## config.mk

```make
export PLATFORM = sky130hd
export DESIGN_NAME = muldiv_sequencer
export DESIGN_NICKNAME = d
export VERILOG_FILES = /design/src/rtl/md_pkg.sv /design/src/rtl/md_div_step.sv /design/src/rtl/muldiv_sequencer.sv
export SDC_FILE = /design/constraint.sdc
export NUM_CORES = 1
export LEC_CHECK = 0
export BUFFER_PORTS_ARGS = -buffer_cell sky130_fd_sc_hd__buf_4
export CORE_MARGIN = 10
export CORE_UTILIZATION = 25
export CTS_CLUSTER_SIZE = 16
export DETAILED_ROUTE_END_ITERATION = 10
export PLACE_DENSITY = 0.46
export RECOVER_POWER = 100
export SYNTH_ARGS = -nofsm -noshare
export SYNTH_HDL_FRONTEND = slang
export SYNTH_SLANG_ARGS = --single-unit
export TNS_END_PERCENT = 100
```

## constraint.sdc

```tcl
create_clock -name clk -period 12.35 [get_ports clk]
set_input_delay 1.235 -clock clk [delete_from_list [all_inputs] [get_ports clk]]
set_output_delay 1.235 -clock clk [all_outputs]
set_load 0.01 [all_outputs]
```

## src/rtl/md_pkg.sv

```systemverilog
// Shared definitions for the RV32M multiply/divide sequencer: FSM encoding,
// funct3 opcodes and operand-signedness helpers.
package md_pkg;

  typedef enum logic [1:0] {
    IDLE = 2'd0,
    RUN  = 2'd1,
    DONE = 2'd2
  } mdState_t;

  localparam logic [2:0] F3_MUL    = 3'b000;
  localparam logic [2:0] F3_MULH   = 3'b001;
  localparam logic [2:0] F3_MULHSU = 3'b010;
  localparam logic [2:0] F3_MULHU  = 3'b011;
  localparam logic [2:0] F3_DIV    = 3'b100;
  localparam logic [2:0] F3_DIVU   = 3'b101;
  localparam logic [2:0] F3_REM    = 3'b110;
  localparam logic [2:0] F3_REMU   = 3'b111;

  function automatic logic is_div(input logic [2:0] f3);
    return f3[2];
  endfunction

  function automatic logic a_signed(input logic [2:0] f3);
    logic s;
    case (f3)
      F3_MULH, F3_MULHSU, F3_DIV, F3_REM:    s = 1'b1;
      F3_MUL, F3_MULHU, F3_DIVU, F3_REMU:    s = 1'b0;
      default:                               s = 1'b0;
    endcase
    return s;
  endfunction

  function automatic logic b_signed(input logic [2:0] f3);
    return (f3 == F3_MULH) || (f3 == F3_DIV) || (f3 == F3_REM);
  endfunction

endpackage

```

## src/rtl/md_div_step.sv

```systemverilog
// One restoring-division step: shift the next dividend bit into the partial
// remainder and subtract the divisor when it fits, using one subtractor.
module md_div_step #(
  parameter int XLEN = 32
) (
  input  logic [XLEN-1:0] rem_in,
  input  logic [XLEN-1:0] quo_in,
  input  logic [XLEN-1:0] divisor,
  output logic [XLEN-1:0] rem_out,
  output logic [XLEN-1:0] quo_out
);

  logic [XLEN:0]   shifted;
  logic [XLEN+1:0] diff;
  logic            fits;
  logic [1:0]      unusedBits;

  assign shifted = {rem_in, quo_in[XLEN-1]};
  assign diff    = {1'b0, shifted} - {2'b00, divisor};
  // The borrow out of the subtractor doubles as the compare result.
  assign fits    = ~diff[XLEN+1];

  // rem_in < divisor keeps the shifted value below 2*divisor, so the top bits
  // are zero whenever they would be selected.
  assign rem_out    = fits ? diff[XLEN-1:0] : shifted[XLEN-1:0];
  assign quo_out    = {quo_in[XLEN-2:0], fits};
  assign unusedBits = {diff[XLEN], shifted[XLEN]};

endmodule

```

## src/rtl/muldiv_sequencer.sv

```systemverilog
// Execute-stage RV32M sequencer: iterative shift-add multiply and restoring
// divide. Define FAST_MUL_EN for a single-cycle combinational multiply path.
module muldiv_sequencer
  import md_pkg::*;
#(
  parameter int XLEN = 32
) (
  input  logic            clk,
  input  logic            reset,
  input  logic            StartE,
  input  logic [2:0]      Funct3E,
  input  logic [XLEN-1:0] SrcAE,
  input  logic [XLEN-1:0] SrcBE,
  input  logic            FlushE,
  output logic            BusyE,
  output logic            DoneE,
  output logic [XLEN-1:0] ResultMD
);

  localparam int              CW       = $clog2(XLEN);
  localparam logic [CW-1:0]   CNT_LAST = CW'(XLEN - 1);
  localparam logic [XLEN-1:0] MIN_NEG  = {1'b1, {(XLEN-1){1'b0}}};

  mdState_t        state, stateNext;
  logic [CW-1:0]   count;
  logic [2:0]      f3Q;
  logic            signAQ, signBQ;
  logic [XLEN-1:0] operandQ;
  logic [XLEN-1:0] accHi, accLo;

  logic            accept, startIsDiv, negA, negB, divZero, divOvf;
  logic [XLEN-1:0] absA, absB, specialResult, startResult;
  logic            startToDone;

  assign accept     = (state == IDLE) && StartE && !FlushE;
  assign startIsDiv = is_div(Funct3E);
  assign negA       = a_signed(Funct3E) && SrcAE[XLEN-1];
  assign negB       = b_signed(Funct3E) && SrcBE[XLEN-1];
  assign absA       = negA ? -SrcAE : SrcAE;
  assign absB       = negB ? -SrcBE : SrcBE;
  assign divZero    = startIsDiv && (SrcBE == '0);
  assign divOvf     = startIsDiv && !Funct3E[0] && (SrcAE == MIN_NEG) && (SrcBE == '1);

  always_comb begin
    specialResult = '0;
    if (divZero)
      specialResult = Funct3E[1] ? SrcAE : '1;
    else if (divOvf)
      specialResult = Funct3E[1] ? '0 : SrcAE;
  end

`ifdef FAST_MUL_EN
  logic [2*XLEN-1:0] fastA, fastB, fastProd;
  logic [XLEN-1:0]   fastResult;

  assign fastA       = {{XLEN{negA}}, SrcAE};
  assign fastB       = {{XLEN{negB}}, SrcBE};
  assign fastProd    = fastA * fastB;
  assign fastResult  = (Funct3E == F3_MUL) ? fastProd[XLEN-1:0] : fastProd[2*XLEN-1:XLEN];
  assign startToDone = divZero || divOvf || !startIsDiv;
  assign startResult = startIsDiv ? specialResult : fastResult;
`else
  assign startToDone = divZero || divOvf;
  assign startResult = specialResult;
`endif

  // accHi/accLo hold product high/low halves for multiply, and
  // remainder/quotient-with-pending-dividend-bits for divide.
  logic [XLEN:0]     mulSum;
  logic [XLEN-1:0]   divRem, divQuo, stepHi, stepLo;
  logic [2*XLEN-1:0] prod, prodSigned;
  logic [XLEN-1:0]   mulResult, quoSigned, remSigned, finalResult;

  md_div_step #(.XLEN(XLEN)) uDivStep (
    .rem_in  (accHi),
    .quo_in  (accLo),
    .divisor (operandQ),
    .rem_out (divRem),
    .quo_out (divQuo)
  );

  assign mulSum = {1'b0, accHi} + (accLo[0] ? {1'b0, operandQ} : '0);

  always_comb begin
    stepHi = mulSum[XLEN:1];
    stepLo = {mulSum[0], accLo[XLEN-1:1]};
    if (is_div(f3Q)) begin
      stepHi = divRem;
      stepLo = divQuo;
    end
  end

  assign prod        = {stepHi, stepLo};
  assign prodSigned  = (signAQ ^ signBQ) ? -prod : prod;
  assign mulResult   = (f3Q == F3_MUL) ? prodSigned[XLEN-1:0] : prodSigned[2*XLEN-1:XLEN];
  assign quoSigned   = (signAQ ^ signBQ) ? -stepLo : stepLo;
  assign remSigned   = signAQ ? -stepHi : stepHi;
  assign finalResult = is_div(f3Q) ? (f3Q[1] ? remSigned : quoSigned) : mulResult;

  always_comb begin
    stateNext = state;
    BusyE     = 1'b0;
    DoneE     = 1'b0;
    case (state)
      IDLE: begin
        if (accept) begin
          BusyE     = 1'b1;
          stateNext = startToDone ? DONE : RUN;
        end
      end
      RUN: begin
        BusyE = 1'b1;
        if (FlushE)
          stateNext = IDLE;
        else if (count == '0)
          stateNext = DONE;
      end
      DONE: begin
        // StartE is not looked at here; the finished op retires first.
        DoneE     = !FlushE;
        stateNext = IDLE;
      end
      default: stateNext = IDLE;
    endcase
  end

  always_ff @(posedge clk) begin
    if (!reset) begin
      state    <= IDLE;
      count    <= '0;
      ResultMD <= '0;
      f3Q      <= '0;
      signAQ   <= 1'b0;
      signBQ   <= 1'b0;
      operandQ <= '0;
      accHi    <= '0;
      accLo    <= '0;
    end else begin
      state <= stateNext;
      case (state)
        IDLE: begin
          if (accept) begin
            f3Q      <= Funct3E;
            signAQ   <= negA;
            signBQ   <= negB;
            count    <= CNT_LAST;
            accHi    <= '0;
            accLo    <= startIsDiv ? absA : absB;
            operandQ <= startIsDiv ? absB : absA;
            if (startToDone)
              ResultMD <= startResult;
          end
        end
        RUN: begin
          if (!FlushE) begin
            accHi <= stepHi;
            accLo <= stepLo;
            if (count == '0)
              ResultMD <= finalResult;
            else
              count <= count - 1'b1;
          end
        end
        default: ;
      endcase
    end
  end

endmodule

```

==> results of run 1 <==
## where the power goes
part	internal [W]	leakage, nW	switching [W]
Combinational	0.000227	5.10	0.000499
Sequential	0.000480	1.14	0.0000319
Clock	0.000338	0.290	0.000241
Total	0.00104	6.53	0.000772
## state kept, by name, summed over array words and instances (netlist names)
| name | flops |
|---|---|
| signAQ | 1 |
| count | 5 |
| state | 2 |
| accLo | 32 |
| ResultMD | 32 |
| operandQ | 32 |
| f3Q | 3 |
| signBQ | 1 |
| accHi | 32 |
## area by class of cell
class | instances | area [sq um]
fill | 7083 | 45200
multi-input combinational | 1908 | 12200
sequential | 140 | 2810
tap | 846 | 1060
timing repair buffer | 134 | 852
clock buffer | 19 | 433
inverter | 76 | 287
clock inverter | 13 | 194
## worst paths after layout
path,slack [ns],startpoint,to
max,4.67,FlushE,ResultMD[7]$_SDFFE_PN0P_
max reg2reg,5.04,state[1]$_SDFFE_PN0P_,ResultMD[7]$_SDFFE_PN0P_
min reg2reg,0.47,operandQ[12]$_SDFFE_PN0P_,operandQ[12]$_SDFFE_PN0P_
min,0.47,operandQ[12]$_SDFFE_PN0P_,operandQ[12]$_SDFFE_PN0P_
## stage by stage
stage	hold slack, ns	utilization
2_1_floorplan	0.440	-
3_3_place_gp	0.454	0.276
3_5_place_dp	0.457	0.276
4_1_cts	0.465	0.286
5_1_grt	0.479	0.283
6_report	0.465	0.283
## kinds of logic after synthesis
| family | Yosys count | synth area share |
|---|---|---|
| mux | 50 | 0.0318 |
| simple gates | 874 | 0.264 |
| flops | 140 | 0.176 |
| compound gates | 724 | 0.308 |
| fa+ha+maj | 76 | 0.0607 |
| buf+inv | 223 | 0.0581 |
| xor+xnor | 184 | 0.101 |
## cells in the mapped netlist, drive strengths merged, types with 13 or more instances
library cell,instances
a211oi,43
a21o,23
a21oi,219
a22oi,26
a311oi,25
a31oi,39
and2,48
buf,45
clkbuf,102
dfxtp,140
ha,74
inv,75
mux2i,45
nand2,230
nand2b,20
nand3,46
nand4,35
nor2,290
nor2b,20
nor3,86
nor4,24
o211ai,53
o21a,17
o21ai,121
o221ai,17
o311a,13
o31ai,23
or2,16
or3,20
xnor2,101
xor2,83
## metal layers
metal | up-vias | global-route usage
met4 | 0 | 0.0709
li1 | 8307 | -
met1 | 8760 | 0.273
met5 | - | 0
met3 | 112 | 0.0379
met2 | 677 | 0.336
## worst max-delay path: stages
cell and delay, ns:
clkbuf_1 0.14, nor2b_1 0.27, and2_0 2.13, nor2_1 0.39, clkbuf_1 1.45, or3_1 0.83
clkbuf_1 0.54, a211oi_1 0.57, o221ai_1 0.31, a21oi_1 0.19
==> reports/metrics.csv, run 1 <==
stage;metric;value;unit
run_status;outcome;complete, but fails checks;
run_status;violations;capacitance limit, slew limit;
die;dieArea;74200;sq um
placed_design;placement.setup.worst_slack;6.68;ns
logic_synthesis;yosysTopAreaCellShare;0.176;
sta;slew_headroom;-1.45;
routing;wl_per_cell;25.5;um
global_routing;gr-total-overflow;0;
critical_path;crit_fanout;61;
clock_tree;cts_setup_buffers;0;
routing;wl_met3;5750;um
routing;vias;17856;
sta;layout_min_cycle_time;7.68;ns
routing;drc;0;
routing;highest_layer;met4;
clock_tree;cts_buffers;17;
clock_tree;cts_hold_buffers;0;
sta;final.setup.tns;0;ns
sta;final.period_utilization;0.622;
routing;postRouteAntennaNets;0;
sta;fmax;130;MHz
critical_path;cp.arrival;8.09;ns
critical_path;endpoint_kind;flop;
placed_design;post_dp_cell_area;17400;sq um
logic_synthesis;yosys.area.top_type;dfxtp_1;
routing;wl_met1;35000;um
sta;slew_violations;286;
logic_synthesis;ys_ff_latch;140;
routing;drt-initial-drc-count;1808;
logic_synthesis;async_flop_share;0;
routing;vias_per_cell;5.69;
pwr;ir_worst_vdd;0.121;mV
sta;finalSetupViolations;0;
pwr;power_density;102;nW/um^2
global_routing;grt_usage;0.208;
final_layout;layout_common_cells;nor2_1 (287), nand2_1 (228), a21oi_1 (214);
critical_path;critical_path_class;in2reg;
final_layout;final_area;17900;sq um
final_layout;drive_above_1_share;0.0900;
clock_tree;cts_tree;built;
logic_synthesis;ys_types;107;
final_layout;layout.nets;2424;
clock_tree;cts.path.max_buffers;2;
logic_synthesis;synth_area_leaders;dfxtp_1 (18%), nor2_1 (6.8%), a21oi_1 (6.7%);
die;die_h;272;um
global_routing;grt_antenna_before_repair;3;
run;max_cap_viol_count;5;
critical_path;start_kind;input port;
clock_tree;cts.clk_slew.worst_paths;0.07;ns
die;die_w;272;um
final_layout;syn_to_final_growth;12.1;%
pwr;p_total;0.00182;W
sta;tightest_slew;3.67;ns
die;start_util;0.252;
logic_synthesis;synth_ff_type;dfxtp_1;
logic_synthesis;synth_edf_count;0;
critical_path;worst-r2r-cell-count;9;
routing;drtPass1Iterations;5;
die;num_rows;92;
clock_tree;post_cts_resized;0;
die;core-area;63100;sq um
final_layout;layout_commonest_cell;nor2_1;
die;ios;105;
routing;wl_met2;36800;um
clock_tree;cts_max_level;4;
clock_tree;root_buffer;clkbuf_16;
pwr;p_leak;6.53;nW
routing;wirelength;79900;um
global_routing;grt_pass1_wl;116000;um
logic_synthesis;synth_area;15900;sq um
logic_synthesis;syn_avg_cell_area;7.01;sq um
clock_tree;clk_latency;0.51;ns
clock_tree;clkSinkCount;140;
logic_synthesis;ys_seq_area_frac;0.176;
global_routing;grt_pass1_vias;16979;
placed_design;port_buffers;104;
sta;rsz0062_at_grt;false;
logic_synthesis;synth_warnings;0;
sta;hold_violations;0;
sta;finClkSkew;0.0186;ns
logic_synthesis;syn-num-nets;2418;
hold_path;holdPathStages;2;
final_layout;n_antenna_cell;0;
placed_design;place_inst;3104;
placed_design;hpwl;61700;um
critical_path;cp.required;12.76;ns
hold_path;hp-class;reg2reg;
final_layout;finalNonFillerCells;3136;
logic_synthesis;synth_cells;2271;
sta;fin_ws;4.67;ns
global_routing;grt_start_max_net_pins;69;
placed_design;gp_congestion;0.956;
Note: power is estimated with default switching activity, not from simulation.
==> inputs of run 2 (changes only) <==
==> constraint.sdc (replaced) <==
create_clock -name clk -period 7.76 [get_ports clk]
set_input_delay 0.776 -clock clk [delete_from_list [all_inputs] [get_ports clk]]
set_output_delay 0.776 -clock clk [all_outputs]
set_load 0.01 [all_outputs]
==> run 2 against run 1 <==
The flow still finishes with violations (capacitance limit, slew limit). Combinational power grew 57%. Clock skew is essentially flat. Final area shrank 0.28%. Core utilization shrank 0.079 points. Clock power grew 60%. Wire length shrank 0.38%. Largest cell class unchanged. Largest power group unchanged.
==> reports/metrics.csv, run 2 (synthesis results as in run 1) <==
stage;metric;value;unit
routing;wirelength;79600;um
global_routing;grt_start_max_net_pins;66;
die;core-area;63100;sq um
placed_design;place_inst;3106;
global_routing;grt_usage;0.208;
clock_tree;cts.path.max_buffers;2;
sta;final.setup.tns;0;ns
clock_tree;root_buffer;clkbuf_16;
placed_design;port_buffers;104;
final_layout;layout_commonest_cell;nor2_1;
sta;finClkSkew;0.0186;ns
pwr;p_leak;6.55;nW
pwr;p_int;0.00164;W
die;num_rows;92;
global_routing;grt_pass1_vias;17001;
die;dieArea;74200;sq um
routing;postRouteAntennaNets;0;
placed_design;hpwl;61700;um
pwr;combPwrFrac;0.395;
critical_path;crit_fanout;18;
clock_tree;cts_tree;built;
run_status;violations;capacitance limit, slew limit;
sta;slew_headroom;-1.34;
critical_path;endpoint_kind;flop;
critical_path;crit_slowest_cell;a21oi_1;
pwr;swShare;0.432;
clock_tree;post_cts_resized;0;
pwr;p_switching;0.00125;W
hold_path;hp-class;reg2reg;
final_layout;n_antenna_cell;0;
critical_path;path_delay_family;compound AO/OA/AOI/OAI gates;
placed_design;gp_congestion;0.955;
run;max_cap_viol_count;7;
final_layout;multi_input_area;12200;sq um
final_layout;syn_to_final_growth;11.8;%
final_layout;register_area;2810;sq um
final_layout;layout.nets;2426;
critical_path;critPathMostFrequentCell;nand2_1;
pwr;power_density;162;nW/um^2
clock_tree;cts_hold_buffers;0;
sta;final.period_utilization;0.914;
sta;holdWs;0.475;ns
clock_tree;cts_max_level;4;
sta;slew_violations;276;
routing;drc;0;
final_layout;finalNonFillerCells;3138;
sta;finalSetupViolations;0;
global_routing;grt_pass1_wl;116000;um
sta;rsz0062_at_grt;false;
sta;fmax;141;MHz
clock_tree;clkSinkCount;140;
critical_path;cp.arrival;7.35;ns
die;die_w;272;um
pwr;power_frac_clock;0.321;
global_routing;grt_antenna_before_repair;2;
pwr;pwr-share-seq;0.285;
critical_path;path_cells;inv_1 -> ha_1 -> nand2_1 -> o21a_1 -> nand2_1 -> nand4_1 -> a21oi_1 -> nor2_1 -> o221ai_1 -> or4_4 -> nor4_4 -> or3_1 -> o311ai_0 -> o22ai_1;
pwr;p_total;0.00289;W
clock_tree;cts_setup_buffers;0;
routing;wl_per_cell;25.4;um
routing;vias;17983;
sta;hold_violations;0;
die;die_h;272;um
sta;tightest_slew;3.51;ns
critical_path;critical_path_class;reg2reg;
run_status;outcome;complete, but fails checks;
sta;layout_min_cycle_time;7.09;ns
global_routing;gr-total-overflow;0;
final_layout;layout_common_cells;nor2_1 (287), nand2_1 (228), a21oi_1 (216);
routing;vias_per_cell;5.73;
die;ios;105;
clock_tree;cts.clk_slew.worst_paths;0.07;ns
clock_tree;clk_latency;0.51;ns
pwr;ir_worst_vdd;0.192;mV
clock_tree;cts_buffers;17;
critical_path;cpPeakStageDelay;1.70;ns
final_layout;num-fill-cells;7111;
routing;drt-initial-drc-count;1730;
critical_path;cp.required;8.02;ns
routing;drtPass1Iterations;6;
die;start_util;0.252;
critical_path;start_kind;flop;
final_layout;drive_above_1_share;0.0881;
critical_path;crit_buf_inv;1;
## run 2: cell count changes in the layout (fill, tap and decap cells not counted), sizes merged
| cell | previous run | this run |
|---|---|---|
| buf | 93 | 95 |
| inv | 74 | 78 |
| clkbuf | 60 | 59 |
| clkinvlp | 4 | 1 |
| bufinv | 4 | 3 |
| clkinv | 7 | 8 |
## run 2: power by group through the flow
| stage | clock network, W | logic, W | registers, W |
|---|---|---|---|
| 2_1_floorplan | 0 | 0.000744 | 0.000812 |
| 3_3_place_gp | 0 | 0.00112 | 0.000836 |
| 3_5_place_dp | 0 | 0.00112 | 0.000837 |
| 4_1_cts | 0.000947 | 0.00113 | 0.000821 |
| 5_1_grt | 0.000967 | 0.00122 | 0.000828 |
| 6_report | 0.000925 | 0.00114 | 0.000822 |
## run 2: worst register-to-register path: stages, from the launching register on
cell and delay, ns:
dfxtp_1 0.46, inv_1 0.08, ha_1 0.47, nand2_1 0.14
o21a_1 0.33, nand2_1 0.10, nand4_1 0.17, a21oi_1 1.70
nor2_1 1.05, o221ai_1 0.88, or4_4 0.35, nor4_4 0.12
or3_1 0.37, o311ai_0 0.50, o22ai_1 0.13
## run 2: worst paths after layout
| check | from | end | slack (ns) | depth (start not counted) |
|---|---|---|---|---|
| worst max-delay path | operandQ[15]$_SDFFE_PN0P_ | ResultMD[18]$_SDFFE_PN0P_ | 0.67 | 14 |
| worst min-delay path | operandQ[16]$_SDFFE_PN0P_ | operandQ[16]$_SDFFE_PN0P_ | 0.47 | 2 |
| worst max register to register | operandQ[15]$_SDFFE_PN0P_ | ResultMD[18]$_SDFFE_PN0P_ | 0.67 | 14 |
| worst min register to register | operandQ[16]$_SDFFE_PN0P_ | operandQ[16]$_SDFFE_PN0P_ | 0.47 | 2 |
## run 2: cell type report
cell class,count,share of cell area
multi-input combinational,1908,0.683
sequential,140,0.158
tap,846,0.0595
timing repair buffer,136,0.0487
clock buffer,18,0.0247
inverter,76,0.0161
clock inverter,14,0.0103
## run 2: metrics by stage
step                instance area [sq um]   util  worst slack (ns)
CTS                                 18000  0.286              1.63
global placement                    17400  0.276              1.76
finish                              17800  0.282             0.667
global route                        17800  0.282             0.547
floorplan                           15900      -              3.19
detailed placement                  17400  0.276              1.65
## run 2: layer usage
| layer | part of all wire | track usage |
|---|---|---|
| met1 | 0.44 | 0.274 |
| met2 | 0.45 | 0.331 |
| met3 | 0.069 | 0.0329 |
| met4 | 0.039 | 0.0865 |
| met5 | 0 | 0 |
